**config.mk**
```make
export PLATFORM = sky130hd
export DESIGN_NAME = instr_fetch_unit
export DESIGN_NICKNAME = d
export VERILOG_FILES = /design/src/rtl/instr_fetch_unit.sv
export SDC_FILE = /design/constraint.sdc
export NUM_CORES = 1
export LEC_CHECK = 0
export ABC_AREA = 1
export BUFFER_PORTS_ARGS = -buffer_cell sky130_fd_sc_hd__buf_4
export CAP_MARGIN = 20
export CORE_MARGIN = 1.5
export CORE_UTILIZATION = 53
export DETAILED_ROUTE_END_ITERATION = 16
export MAX_ROUTING_LAYER = met4
export PLACE_DENSITY = 0.76
export SYNTH_ARGS = -nofsm -noshare
export SYNTH_HDL_FRONTEND = slang
export SYNTH_HIERARCHICAL = 1
export SYNTH_SLANG_ARGS = --single-unit
```
**constraint.sdc**
```tcl
create_clock -name clk -period 4.5 [get_ports clk]
set_input_delay 0.9 -clock clk [delete_from_list [all_inputs] [get_ports clk]]
set_output_delay 0.9 -clock clk [all_outputs]
set_load 0.02 [all_outputs]
```
**src/rtl/instr_fetch_unit.sv**
```systemverilog
// Instruction fetch unit: PC owner, single-outstanding imem fetcher, prefetch FIFO.
// Optional performance counters are enabled with `define FETCH_PERF_COUNT_EN.
// Redirects flush the FIFO and discard any in-flight memory response.

// Purpose: small generic FIFO with synchronous flush and zeroed head when empty.
// Latency: a push is visible at the head the cycle after it is written.
// Backpressure: head held until pop_rdy; a push into a full FIFO is dropped unless a pop frees a slot.
module ifu_fifo #(
    parameter int WIDTH = 64,
    parameter int DEPTH = 4
) (
    input  logic                   clk,
    input  logic                   rst_n,
    input  logic                   flush,
    input  logic                   push_vld,
    input  logic [WIDTH-1:0]       push_dat,
    input  logic                   pop_rdy,
    output logic                   head_vld,
    output logic [WIDTH-1:0]       head_dat,
    output logic [$clog2(DEPTH):0] count
);
    localparam int PTR_W = $clog2(DEPTH);
    localparam logic [PTR_W:0] FULL = DEPTH[PTR_W:0];

    logic [WIDTH-1:0] mem [DEPTH];
    logic [PTR_W-1:0] rd_ptr;
    logic [PTR_W-1:0] wr_ptr;
    logic             do_push;
    logic             do_pop;

    assign head_vld = (count != '0);
    assign head_dat = head_vld ? mem[rd_ptr] : '0;
    assign do_pop   = pop_rdy && head_vld;
    assign do_push  = push_vld && ((count != FULL) || do_pop);

    // Pointer and occupancy bookkeeping; flush empties the queue in one cycle.
    always_ff @(posedge clk or negedge rst_n) begin
        if (!rst_n) begin
            rd_ptr <= '0;
            wr_ptr <= '0;
            count  <= '0;
        end else if (flush) begin
            rd_ptr <= '0;
            wr_ptr <= '0;
            count  <= '0;
        end else begin
            if (do_push) wr_ptr <= wr_ptr + 1'b1;
            if (do_pop)  rd_ptr <= rd_ptr + 1'b1;
            case ({do_push, do_pop})
                2'b10:   count <= count + 1'b1;
                2'b01:   count <= count - 1'b1;
                default: count <= count;
            endcase
        end
    end

    // Storage array; contents are don't-care while the slot is not occupied.
    always_ff @(posedge clk) begin
        if (do_push && !flush) mem[wr_ptr] <= push_dat;
    end
endmodule

// Purpose: owns the PC, fetches words over req/gnt/rvalid and queues them for DataPath.
// Latency: rvalid in cycle M shows on inst_valid in M+1 when the FIFO was empty.
// Backpressure: inst_ready low fills the FIFO; no new request issues once it would be full or halt is high.
module instr_fetch_unit #(
    parameter int                ADDR_W     = 32,
    parameter int                DATA_W     = 32,
    parameter int                FIFO_DEPTH = 4,
    parameter logic [ADDR_W-1:0] RESET_PC   = {ADDR_W{1'b0}}
) (
    input  logic              clk,
    input  logic              initiate,
    output logic              imem_req,
    output logic [ADDR_W-1:0] imem_addr,
    input  logic              imem_gnt,
    input  logic              imem_rvalid,
    input  logic [DATA_W-1:0] imem_rdata,
    input  logic              redirect_valid,
    input  logic [ADDR_W-1:0] redirect_pc,
    input  logic              halt,
    output logic              inst_valid,
    output logic [DATA_W-1:0] inst_data,
    output logic [ADDR_W-1:0] inst_pc,
    input  logic              inst_ready
`ifdef FETCH_PERF_COUNT_EN
    ,
    output logic [31:0]       fetch_count,
    output logic [31:0]       stall_count
`endif
);
    localparam int CNT_W = $clog2(FIFO_DEPTH) + 1;
    localparam logic [CNT_W-1:0] FULL = FIFO_DEPTH[CNT_W-1:0];

    typedef enum logic [1:0] {IDLE, REQ, WAIT, DROP} state_t;

    state_t            state;
    logic [ADDR_W-1:0] pc;
    logic              discard;
    logic [CNT_W-1:0]  fifo_count;
    logic [CNT_W-1:0]  cnt_next;
    logic              push_vld;
    logic              inst_pop;
    logic              issue_ok;
    logic [ADDR_W-1:0] pc_plus4;
    logic [ADDR_W-1:0] redir_tgt;
    logic              unused_redir_lsb;

    assign unused_redir_lsb = ^redirect_pc[1:0];
    assign redir_tgt = {redirect_pc[ADDR_W-1:2], 2'b00};
    assign pc_plus4  = pc + ADDR_W'(4);
    assign inst_pop  = inst_valid && inst_ready;
    // A response that races a redirect is never written into the FIFO.
    assign push_vld  = (state == WAIT) && imem_rvalid && !redirect_valid;
    // Occupancy after this cycle's push/pop decides whether another word may be requested,
    // so the single outstanding response always has a free slot.
    assign cnt_next  = fifo_count + CNT_W'(push_vld) - CNT_W'(inst_pop);
    assign issue_ok  = !halt && (cnt_next < FULL);

    ifu_fifo #(
        .WIDTH (ADDR_W + DATA_W),
        .DEPTH (FIFO_DEPTH)
    ) u_fifo (
        .clk      (clk),
        .rst_n    (initiate),
        .flush    (redirect_valid),
        .push_vld (push_vld),
        .push_dat ({pc, imem_rdata}),
        .pop_rdy  (inst_ready),
        .head_vld (inst_valid),
        .head_dat ({inst_pc, inst_data}),
        .count    (fifo_count)
    );

    // Fetch FSM: issues requests, tracks the outstanding one and drops stale responses.
    always_ff @(posedge clk or negedge initiate) begin
        if (!initiate) begin
            state     <= IDLE;
            pc        <= RESET_PC;
            imem_req  <= 1'b0;
            imem_addr <= RESET_PC;
            discard   <= 1'b0;
        end else begin
            case (state)
                IDLE: begin
                    if (redirect_valid) begin
                        pc <= redir_tgt;
                        if (!halt) begin
                            state     <= REQ;
                            imem_req  <= 1'b1;
                            imem_addr <= redir_tgt;
                        end
                    end else if (issue_ok) begin
                        state     <= REQ;
                        imem_req  <= 1'b1;
                        imem_addr <= pc;
                    end
                end
                REQ: begin
                    // The address must stay put until granted, so a redirect only marks the
                    // request as stale and its response is thrown away later.
                    if (redirect_valid) begin
                        pc      <= redir_tgt;
                        discard <= 1'b1;
                    end
                    if (imem_gnt) begin
                        imem_req <= 1'b0;
                        state    <= (discard || redirect_valid) ? DROP : WAIT;
                    end
                end
                WAIT: begin
                    if (redirect_valid) begin
                        pc <= redir_tgt;
                        if (imem_rvalid) begin
                            state <= IDLE;
                        end else begin
                            state   <= DROP;
                            discard <= 1'b1;
                        end
                    end else if (imem_rvalid) begin
                        pc <= pc_plus4;
                        if (issue_ok) begin
                            state     <= REQ;
                            imem_req  <= 1'b1;
                            imem_addr <= pc_plus4;
                        end else begin
                            state <= IDLE;
                        end
                    end
                end
                DROP: begin
                    if (redirect_valid) pc <= redir_tgt;
                    if (imem_rvalid) begin
                        discard <= 1'b0;
                        state   <= IDLE;
                    end
                end
                default: state <= IDLE;
            endcase
        end
    end

`ifdef FETCH_PERF_COUNT_EN
    // Free-running performance counters: delivered instructions and starved cycles.
    always_ff @(posedge clk or negedge initiate) begin
        if (!initiate) begin
            fetch_count <= 32'd0;
            stall_count <= 32'd0;
        end else begin
            if (inst_pop)             fetch_count <= fetch_count + 32'd1;
            if (!inst_valid && !halt) stall_count <= stall_count + 32'd1;
        end
    end
`endif
endmodule

```
==> out/results.tsv <==
metric	value	unit
p_sw	3.92	mW
rsz0062_at_grt	false	
viasPerCell	5.42	
timing.final.max_slew_violations	0	
powerDensity	599	nW/um^2
ctsRootBufferMaster	clkbuf_16	
critical_path.startpoint	u_fifo/rd_ptr[0]	
clockBufferDepth	3	
yosysMostFrequentCell	nor2_1	
yosysWarnings	6	
ioPinCount	169	
start_kind	flip-flop	
criticalPathCategory	flip-flop to output pin	
synth.distinct_cells	39	
power_frac_seq	38.1	%
reg2reg_slack	1.47	ns
die_h	170	um
cts_made_buffers	34	
ys.flop_type	edfxtp_1	
fin_cells	2072	
rows	61	
fp.dieW	170	um
synthTopCellsByCount	nor2_1, edfxtp_1, nand2_1	
tightest_slew	0.956	ns
yosys-top-cells-area	edfxtp_1, dfrtp_1, nor2_1	
dp_slack	1.07	ns
p_clk_share	26.4	%
status	finished, final reports clean	
cts_setup_buffers	0	
drt_iter0_drc	1014	
final_area	17500	sq um
slew_headroom	36.3	%
ir_drop	0.364	mV
pwr-share-comb	35.5	%
worstPathRequired	3.60	ns
worstHoldStart	imem_addr[26]	
insertion_delay	0.52	ns
hold_viol_final	0	
fin_tns_setup	0	ns
ctsHoldBuffers	0	
fin_nets	1753	
max_freq	259	MHz
grt_pass1_wl	55000	um
n_antenna_cell	0	
finalWirelength	34900	um
placedCellCount	2011	
port_buffers	166	
synth.largest_area_cell	edfxtp_1	
drc	0	
grt_pass1_vias	10800	
total_power	10.5	mW
cts.sinks	328	
synth_seq_cells	328	
fin_hold_ws	0.483	ns
p_leak	7.01	nW
synthesis.area	14900	sq um
syn_to_final_growth	17.9	%
endpoint_kind	output pin	
wl_per_cell	16.8	um
start_util	53.6	%
die_area	29000	sq um
r2r-start	state[0]	
hp-class	flip-flop to flip-flop	
syn-mean-instance-area	9.78	sq um
grt_max_degree	73	
cts_tree	done	
synth-async-reset-ratio	22.0	%
post-route-min-period	3.86	ns
post_dp_cell_area	16400	sq um
crit_fanout	67	
synth-seq-area-share	63.9	%
max_cap_viol_count	0	
fin_crit_sh	85.9	%
drive_above_1_share	15.8	%
worstPathArrival	2.96	ns
coreArea	27700	sq um
syn_inst	1519	
setup-violations-final	0	
clk_pin_slew_worst_paths	0.06	ns
post_cts_resized	0	
final_util	63.3	%
synth_top_area_share	51.7	%
place.gp.congestion	0.913	
grt_overflow_total	0	
switching_share	37.3	%
synth_enable_flop_cells	256	
place_hpwl	20900	um
h-tree-depth	2	
finClkSkew	0.0230	ns
num_vias	11200	
antenna_found_initial	0	
p_int	6.58	mW
ant_nets	0	
final.setup.worst_slack	0.635	ns
grt_util_all_layers	25.0	%
dr.pass1.iters	6	
## cell families (layout without fill, tap and decap cells)
logic type	after synthesis	after routing	share of synthesized area, %
compound gates	290	290	10.1
buf+inv	165	333	4.98
flops	328	328	63.9
simple gates	713	713	19.3
xor+xnor	9	9	0.530
fa+ha+maj	13	13	1.15
other cells	1	8	0.0252
## routing by layer
layer  global-route usage (%)  up-vias  routed length [um]
met5                        -        -                   0
li1                         -     5407                   -
met1                     32.5     5300               14700
met3                     3.93       84                2660
met2                     40.1      429               16500
met4                     8.93        0                1010
## flip-flops by register name (all words and copies together) (netlist names)
name and cells:
imem_addr 31, state 2, u_fifo/wr_ptr 2, discard 1
imem_req 1, pc 30, u_fifo/rd_ptr 2, u_fifo/count 3
u_fifo/mem 256
## worst paths after layout
check / end / depth (start not counted)
min reg2reg: imem_addr[26] / 2
max reg2reg: imem_addr[22] / 15
max: inst_data[23] / 5
min: imem_addr[26] / 2
max in group asynchronous: u_fifo/rd_ptr[0] / 1
min in group asynchronous: imem_addr[30] / 1
## cell type report
type | instances | area, sq um
Timing Repair Buffer | 180 | 1410
Inverter | 92 | 345
Clock inverter | 19 | 209
Multi-Input combinational cell | 1033 | 4690
Tap cell | 378 | 473
Fill cell | 2176 | 10200
Clock buffer | 42 | 902
Sequential cell | 328 | 9490
## cell usage in the layout, fill, tap and decap left out, drive strengths merged, types with 15 or more instances in the layout
cell / Yosys / final
o21ai: 186 / 186
buf: 56 / 180
nand2: 247 / 247
clkinv: 1 / 15
edfxtp: 256 / 256
inv: 91 / 91
a21oi: 90 / 90
clkbuf: 17 / 42
nor2: 367 / 367
dfrtp: 72 / 72
nand3: 81 / 81
## worst max-delay path, stage by stage, from the launching register on
cell and delay (ns):
dfrtp_4 0.74, inv_2 0.65, buf_4 0.45, o21ai_0 0.19, a21oi_1 0.21, buf_4 0.18
## power by group through the flow
stage               combinational [mW]  clock (mW)  sequential, mW
floorplan                         2.26           0            4.07
global placement                  3.64           0            4.04
detailed placement                3.72           0            4.04
CTS                               3.74        2.81            3.99
global route                      4.08        2.94            4.05
finish                            3.73        2.77            4.00
Power figures use the tool's default switching activity.
